File: src/rtl/reorder_pkg.sv
// Shared constants, bank state type and bit-reversal helpers for the
// 512-point frame reorder controller.
package reorder_pkg;

    localparam int unsigned N_PT  = 512;
    localparam int unsigned LANES = 32;
    localparam int unsigned BEATS = 16;

    typedef enum logic [1:0] {
        BankEmpty    = 2'd0,
        BankFilling  = 2'd1,
        BankFull     = 2'd2,
        BankDraining = 2'd3
    } bank_state_t;

    function automatic logic [3:0] bitrev4(input logic [3:0] v);
        logic [3:0] r;
        for (int i = 0; i < 4; i++) begin
            r[i] = v[3-i];
        end
        return r;
    endfunction

    function automatic logic [4:0] bitrev5(input logic [4:0] v);
        logic [4:0] r;
        for (int i = 0; i < 5; i++) begin
            r[i] = v[4-i];
        end
        return r;
    endfunction

    // Source sample index for a lane and column: bitrev5(lane) * 16 + col.
    function automatic logic [8:0] src_index(input logic [4:0] lane, input logic [3:0] col);
        return {bitrev5(lane), col};
    endfunction

endpackage

File: src/rtl/reorder_bank_fsm.sv
// Occupancy state machine for one ping-pong bank: EMPTY -> FILLING -> FULL
// -> DRAINING -> EMPTY, driven by accepted write and read beats.
module reorder_bank_fsm
    import reorder_pkg::*;
(
    input  logic clk,
    input  logic rstn,
    input  logic wr_acc,
    input  logic wr_last,
    input  logic rd_acc,
    input  logic rd_last,
    output logic can_write,
    output logic can_read
);

    bank_state_t state_q, state_d;

    // Next-state: a bank is only ever written or read, never both at once.
    always_comb begin
        state_d = state_q;
        case (state_q)
            BankEmpty: begin
                if (wr_acc) state_d = wr_last ? BankFull : BankFilling;
            end
            BankFilling: begin
                if (wr_acc && wr_last) state_d = BankFull;
            end
            BankFull: begin
                if (rd_acc) state_d = rd_last ? BankEmpty : BankDraining;
            end
            BankDraining: begin
                if (rd_acc && rd_last) state_d = BankEmpty;
            end
            default: state_d = BankEmpty;
        endcase
    end

    // State register with synchronous active-high reset.
    always_ff @(posedge clk) begin
        if (rstn) begin
            state_q <= BankEmpty;
        end else begin
            state_q <= state_d;
        end
    end

    assign can_write = (state_q == BankEmpty) || (state_q == BankFilling);
    assign can_read  = (state_q == BankFull) || (state_q == BankDraining);

endmodule

File: src/rtl/reorder_ctrl.sv
// Ping-pong reorder controller: fills one bank in natural beat order while
// draining the other in bit-reversed column order (rd_col = bitrev4(rd_beat)).
module reorder_ctrl #(
    parameter int unsigned LANES = reorder_pkg::LANES,
    parameter int unsigned BEATS = reorder_pkg::BEATS
) (
    input  logic       clk,
    input  logic       rstn,
    input  logic       in_valid,
    output logic       in_ready,
    output logic       wr_en,
    output logic       wr_bank,
    output logic [3:0] wr_beat,
    input  logic       out_ready,
    output logic       out_valid,
    output logic       rd_bank,
    output logic [3:0] rd_beat,
    output logic [3:0] rd_col,
    output logic       out_sof,
    output logic       out_eof,
    output logic       frame_done,
    output logic       ovf_err
);
    import reorder_pkg::*;

    if (LANES * BEATS != N_PT || BEATS > 16 || BEATS < 1) begin : g_bad_cfg
        $error("reorder_ctrl: LANES * BEATS must equal N_PT with BEATS in 1..16");
    end

    localparam logic [3:0] LastBeat = 4'(BEATS - 1);

    logic       wr_ptr_q, rd_ptr_q;
    logic [3:0] wr_cnt_q, rd_cnt_q;
    logic       frame_done_q, ovf_q;
    logic [1:0] can_write, can_read;
    logic       wr_acc, rd_acc, wr_last, rd_last;

    // Reset forces the idle handshake regardless of the state being cleared.
    assign in_ready  = rstn | can_write[wr_ptr_q];
    assign wr_en     = in_valid & in_ready & ~rstn;
    assign out_valid = ~rstn & can_read[rd_ptr_q];

    assign wr_acc  = wr_en;
    assign rd_acc  = out_valid & out_ready;
    assign wr_last = (wr_cnt_q == LastBeat);
    assign rd_last = (rd_cnt_q == LastBeat);

    for (genvar i = 0; i < 2; i++) begin : g_bank
        reorder_bank_fsm u_fsm (
            .clk       (clk),
            .rstn      (rstn),
            .wr_acc    (wr_acc & (wr_ptr_q == 1'(i))),
            .wr_last   (wr_last),
            .rd_acc    (rd_acc & (rd_ptr_q == 1'(i))),
            .rd_last   (rd_last),
            .can_write (can_write[i]),
            .can_read  (can_read[i])
        );
    end

    // Write side: beat counter and bank pointer advance on accepted beats.
    always_ff @(posedge clk) begin
        if (rstn) begin
            wr_cnt_q <= 4'd0;
            wr_ptr_q <= 1'b0;
        end else if (wr_acc) begin
            if (wr_last) begin
                wr_cnt_q <= 4'd0;
                wr_ptr_q <= ~wr_ptr_q;
            end else begin
                wr_cnt_q <= wr_cnt_q + 4'd1;
            end
        end
    end

    // Read side: beat counter and bank pointer advance on accepted outputs.
    always_ff @(posedge clk) begin
        if (rstn) begin
            rd_cnt_q <= 4'd0;
            rd_ptr_q <= 1'b0;
        end else if (rd_acc) begin
            if (rd_last) begin
                rd_cnt_q <= 4'd0;
                rd_ptr_q <= ~rd_ptr_q;
            end else begin
                rd_cnt_q <= rd_cnt_q + 4'd1;
            end
        end
    end

    // Status: one-cycle frame_done pulse and sticky overflow on dropped beats.
    always_ff @(posedge clk) begin
        if (rstn) begin
            frame_done_q <= 1'b0;
            ovf_q        <= 1'b0;
        end else begin
            frame_done_q <= rd_acc & rd_last;
            if (in_valid && !in_ready) ovf_q <= 1'b1;
        end
    end

    assign wr_bank    = wr_ptr_q;
    assign wr_beat    = wr_cnt_q;
    assign rd_bank    = rd_ptr_q;
    assign rd_beat    = rd_cnt_q;
    assign rd_col     = bitrev4(rd_cnt_q);
    assign out_sof    = out_valid & (rd_cnt_q == 4'd0);
    assign out_eof    = out_valid & rd_last;
    assign frame_done = frame_done_q;
    assign ovf_err    = ovf_q;

endmodule

File: config.mk
export PLATFORM = sky130hd
export DESIGN_NAME = reorder_ctrl
export DESIGN_NICKNAME = d
export VERILOG_FILES = /design/src/rtl/reorder_pkg.sv /design/src/rtl/reorder_bank_fsm.sv /design/src/rtl/reorder_ctrl.sv
export SDC_FILE = /design/constraint.sdc
export NUM_CORES = 1
export LEC_CHECK = 0
export ABC_AREA = 1
export CAP_MARGIN = 20
export CORE_MARGIN = 4
export CORE_UTILIZATION = 26
export CTS_CLUSTER_SIZE = 30
export DETAILED_ROUTE_END_ITERATION = 7
export SYNTH_ARGS = -nofsm -noshare
export SYNTH_HDL_FRONTEND = slang
export SYNTH_HIERARCHICAL = 1
export SYNTH_SLANG_ARGS = --single-unit
File: constraint.sdc
create_clock -name clk -period 3.1 [get_ports clk]
set_input_delay 0.465 -clock clk [delete_from_list [all_inputs] [get_ports clk]]
set_output_delay 0.465 -clock clk [all_outputs]
set_load 0.05 [all_outputs]
# ---- Yosys cells after proc, flatten, opt, wreduce, memory -nomap -nowiden
# Cells that the tools add are included.
dict set report word_totals {
  reg_bits 16
  latchBits 0
  ramBits 0
  mem_bits_ro 0
  in_bits 4
  elab_cells 78
  mem_count 0
}
dict set report classes {
  n_addsub 2
  multipliers 0
  div 0
  order_cmp 2
  eq_ne 16
  shift 0
  muxes 18
  n_bitwise 15
  reduce_logical 17
}
# cell n
set ops {}
lappend ops {{2-bit two-way mux} 10}
lappend ops {{2-bit by 1-bit inequality test with 1-bit output, second input constant} 8}
lappend ops {{2-bit case mux with 4 select lines} 2}
lappend ops {{1-bit AND} 11}
lappend ops {{4-bit by 1-bit adder with 4-bit output, second input constant} 2}
lappend ops {{2-bit == test, second input constant} 4}
lappend ops {{4-bit == test, second input constant} 2}
lappend ops {{4-bit two-way mux} 2}
lappend ops {{4-bit AND reduction} 2}
lappend ops {{1-bit logical AND} 5}
lappend ops {{2-bit by 1-bit == test with 1-bit output, second input constant} 2}
lappend ops {{2-bit logical NOT} 2}
lappend ops {{4-bit logical NOT} 1}
lappend ops {{1-bit logical OR} 4}
lappend ops {{1-bit by 2-bit less-than comparator with 1-bit output, second input constant} 2}
lappend ops {{1-bit two-way mux} 4}
lappend ops {{2-bit AND reduction} 2}
lappend ops {{1-bit inverter} 3}
lappend ops {{1-bit logical NOT} 1}
lappend ops {{1-bit OR} 1}

# ---- Depth between registers and ports, before layout
dict set report logic_depth {
  ltp_word 11
  mapped_depth 12
  mapped_depth_nobuf 11
}

# ---- Modules after synthesis
# The synthesis kept the hierarchy.
# module instances cells_per_inst area_per_inst_um2
set by_module_without_submodules {}
lappend by_module_without_submodules {reorder_ctrl 1 104 706.9}
lappend by_module_without_submodules {reorder_bank_fsm 2 29 156.4}

# ---- Worst setup path before layout
# OpenSTA, ideal clock, no wires.
dict set report synth_path {
  path_type {register -> output}
  from {reg rd_ptr_q (netlist: rd_bank)}
  to {out out_sof}
  arrival_ps 2563
  required_time_ps 2635
  path_slack_ps 72
  path_stages_with_launch 5
  cell_sequence {dfxtp_1 nor2_1 nor2_2 nand2_1 nor4_1}
}
dict set report synth_between {
  elab_chain_cells 4
}
# element line_no
set synth_lines {}
lappend synth_lines {{start: declaration} reorder_ctrl.sv:32} ;# logic wr_ptr_q, rd_ptr_q;
lappend synth_lines {{start signal: assignment} reorder_ctrl.sv:84} ;# rd_ptr_q <= ~rd_ptr_q;
lappend synth_lines {{1-bit two-way mux (implied by the code) (2 in a row)} reorder_ctrl.sv:41} ;# assign out_valid = ~rstn & can_read[rd_ptr_q];
lappend synth_lines {{1-bit AND} reorder_ctrl.sv:41}
lappend synth_lines {{1-bit AND} reorder_ctrl.sv:107} ;# assign out_sof = out_valid & (rd_cnt_q == 4'd0);
lappend synth_lines {{end: declaration} reorder_ctrl.sv:19} ;# output logic out_sof,
# Every way passes these cells. The select of a mux whose other input is x is not followed.

# ---- Worst setup path after layout
dict set report layout_path {
  from {in rstn}
  to {out in_ready}
}
dict set report layout_between {
  elab_chain_cells 1
}
# element line_no
set layout_lines {}
lappend layout_lines {{start: declaration} reorder_ctrl.sv:8} ;# input logic rstn,
lappend layout_lines {{1-bit OR} reorder_ctrl.sv:39} ;# assign in_ready = rstn | can_write[wr_ptr_q];
lappend layout_lines {{end: declaration} reorder_ctrl.sv:10} ;# output logic in_ready,
# Every way passes these cells.

==> run_results.csv <==
group,metric,value,unit
critical_path,setup.worst_path.start_class,"input pin",
pwr,powerDensity,344,nW/um^2
logic_synthesis,synth.largest_area_cell,"dfxtp_1",
timing,hold_viol,0,
logic_synthesis,synthXorXnorAreaFrac,1.72,%
critical_path,crit_buf_inv,3,
critical_path,cp_top_family,"buffers and inverters",
logic_synthesis,ys_types,21,
global_route,grt_usage,8.84,%
cts,clkTransAtPathRegs,70,ps
critical_path,ff2ff_path_depth,10,
worst_hold_path,hold_path_class,"reg -> reg",
cts,cts_hold_buffers,0,
place,gp_congestion,0.781,
critical_path,cp.arrival,1940,ps
timing,tns,0,ps
cts,cts_buffers,3,
critical_path,critPathCapture,"in_ready",
cts,cts-root-buf,"clkbuf_8",
die,die_area,4990,sq um
logic_synthesis,yosys-top-cells-count,"nand2_1, inv_1, nor2_1",
cts,clockBufferDepth,2,
logic_synthesis,synth_compound_area_share,4.42,%
critical_path,cp-end-kind,"primary output",
route,viasPerCell,4.20,
logic_synthesis,synth-edff-count,0,
timing,fin_crit,2400,ps
flow_run,cap_violations,0,
global_route,grt_pass1_vias,853,
logic_synthesis,ys_seq_area_share,31.4,%
timing,tightestPinTransition,504,ps
die,die-height,70.6,um
global_route,antenna_found_initial,0,
logic_synthesis,synthAdderAreaFrac,3.68,%
logic_synthesis,synth_top_family_by_area,"simple AND/OR/NAND/NOR gates",
final_layout,drive_gt1_share,14.0,%
route,vias,982,
route,wl,2.16,mm
cts,h-tree-depth,1,
critical_path,crit_start,"rstn",
place,hpwl,1.68,mm
global_route,grt_overflow,0,
logic_synthesis,syn-instance-count,162,
global_route,grt_pass1_wl,3.59,mm
timing,slew_viol_final,0,
cts,worstSkewPairLatency,250,ps
critical_path,crit_top_cell,"clkdlybuf4s50_1",
critical_path,r2r_setup_slack,1520,ps
logic_synthesis,yosys.cell_count.top_type,"nand2_1",
logic_synthesis,synth_top_area_share,31.4,%
route,antenna_left,0,
critical_path,max_stage_delay,820,ps
timing,whs,479,ps
logic_synthesis,yosys-top-cells-area,"dfxtp_1, nand2_1, inv_1",
critical_path,critical_path_depth,4,
timing,rsz0062_at_grt,"false",
logic_synthesis,syn_area,1020,sq um
logic_synthesis,ys_seq_elements,16,
global_route,grt_max_degree,10,
logic_synthesis,synth_fp_nets,169,
critical_path,rr_startpoint,"rd_beat[0]$_SDFFE_PP0N_",
logic_synthesis,ys.flop_type,"dfxtp_1",
final_layout,finalCoreUtilization,36.1,%
logic_synthesis,yosysWarnings,6,
final_layout,syn_to_final_growth,31.7,%
timing,fmax,416,MHz
die,core,3720,sq um
pwr,vdd_drop_max,0.177,mV
timing,finClkSkew,0.670,ps
logic_synthesis,postSynthAreaPerCell,6.29,sq um
cts,cts_setup_buffers,0,
critical_path,r2r_end,"g_bank[0].u_fsm/state_q[0]$_SDFFE_PP0P_",
route,wl_per_cell,9.22,um
timing,setup_viol_count_final,0,
pwr,leakagePower,0.000569,uW
die,rows,22,
critical_path,crit_path_max_fanout,6,
status,status,"finished, final reports clean",
cts,cts_sinks,16,
route,drc,0,
critical_path,crit_slowest_cell,"clkdlybuf4s50_1",
timing,slew_headroom,66.3,%
route,drt_pass1_iterations,4,
place,numPortBuffers,24,
timing,min_period_over_period,77.6,%
logic_synthesis,yosys.area_share.simple,44.0,%
critical_path,required,2630,ps
logic_synthesis,muxShareOfSynthArea,0,%
final_layout,nNetsFinal,194,
cts,cts_tree,"built",
die,die_x,70.6,um
critical_path,crit_type,"in -> out",
critical_path,crit_chain,"clkdlybuf4s50_1, inv_2, nand3_4, clkdlybuf4s50_1",
logic_synthesis,async_flop_share,0,%
die,initial_core_util,27.4,%
die,pin_count,25,
route,drt-initial-drc-count,46,
cts,cts_resized,0,
final_layout,antenna_cells,0,
[cell type report]
type	instances	area (sq um)
Tap cell	48	60.1
Fill cell	407	2370
Clock buffer	4	55.1
Sequential cell	16	320
Multi-Input combinational cell	110	549
Timing Repair Buffer	26	245
Inverter	30	113
[worst min-delay path: stages (launching register included)]
cell,delay (ps)
dfxtp_1,330
nand2_1,50
o21ai_0,60
[per-stage QoR]
| step | total power [uW] | setup WS, ps | std cells | area [sq um] |
|---|---|---|---|---|
| 2_1_floorplan | 255 | 71.6 | 162 | 1020 |
| 3_3_place_gp | 275 | 689 | 230 | 1290 |
| 3_5_place_dp | 275 | 705 | 230 | 1290 |
| 4_1_cts | 472 | 693 | 234 | 1340 |
| 5_1_grt | 484 | 650 | 234 | 1340 |
| 6_report | 461 | 695 | 234 | 1340 |
[power breakdown]
group	internal (uW)	total [uW]	leakage (uW)	switching, uW
combinational	20.4	56.1	0.000411	35.8
sequential	209	214	0.000129	4.65
clock	113	191	0.0000288	78.2
[how the worst min path moves through the flow]
| stage | startpoint | end | slack [ps] | cells after the start |
|---|---|---|---|---|
| floorplan | g_bank[0].u_fsm/state_q[0]$_SDFFE_PP0P_ | g_bank[0].u_fsm/state_q[0]$_SDFFE_PP0P_ | 510 | 2 |
| global placement | ovf_err$_SDFFE_PP0P_ | ovf_err$_SDFFE_PP0P_ | 480 | 2 |
| detailed placement | ovf_err$_SDFFE_PP0P_ | ovf_err$_SDFFE_PP0P_ | 470 | 2 |
| CTS | ovf_err$_SDFFE_PP0P_ | ovf_err$_SDFFE_PP0P_ | 490 | 2 |
| global route | ovf_err$_SDFFE_PP0P_ | ovf_err$_SDFFE_PP0P_ | 530 | 2 |
| finish | ovf_err$_SDFFE_PP0P_ | ovf_err$_SDFFE_PP0P_ | 480 | 2 |
[registers in the layout, summed over array words and instances (netlist names)]
| signal | count |
|---|---|
| frame_done | 1 |
| wr_beat | 4 |
| rd_beat | 4 |
| wr_bank | 1 |
| ovf_err | 1 |
| g_bank.u_fsm/state_q | 4 |
| rd_bank | 1 |
[cells by family (layout without fill, tap and decap cells)]
logic type                 after synthesis  count (layout)
AOI/OAI and AO/OA                        9               9
xor gates and xnor gates                 2               2
adders and majority gates                3               3
buffers and inverters                   36              60
DFF                                     16              16
and+or+nand+nor                         96              96
[layer usage]
| metal | track usage, % | part of all wire (%) | vias to the layer above |
|---|---|---|---|
| li1 | - | - | 538 |
| met1 | 9.82 | 46 | 422 |
| met2 | 15.1 | 47 | 20 |
| met3 | 3.41 | 5.8 | 2 |
| met4 | 3.76 | 1.0 | 0 |
| met5 | 0 | 0 | - |
[cell usage in the layout, fill, tap and decap left out, types with 2 or more instances in the layout]
cell type and count:
nand2_1 45, inv_1 25, nor2_1 21, clkdlybuf4s50_1 20
dfxtp_1 16, nand3_1 12, a21oi_1 6, buf_4 6
inv_2 5, nor2_2 5, clkbuf_8 4, nand2_2 3
nand4_1 3, ha_1 3, nand3_4 2, o21ai_0 2
xor2_1 2, or2_1 2
Power figures use the tool's default switching activity.
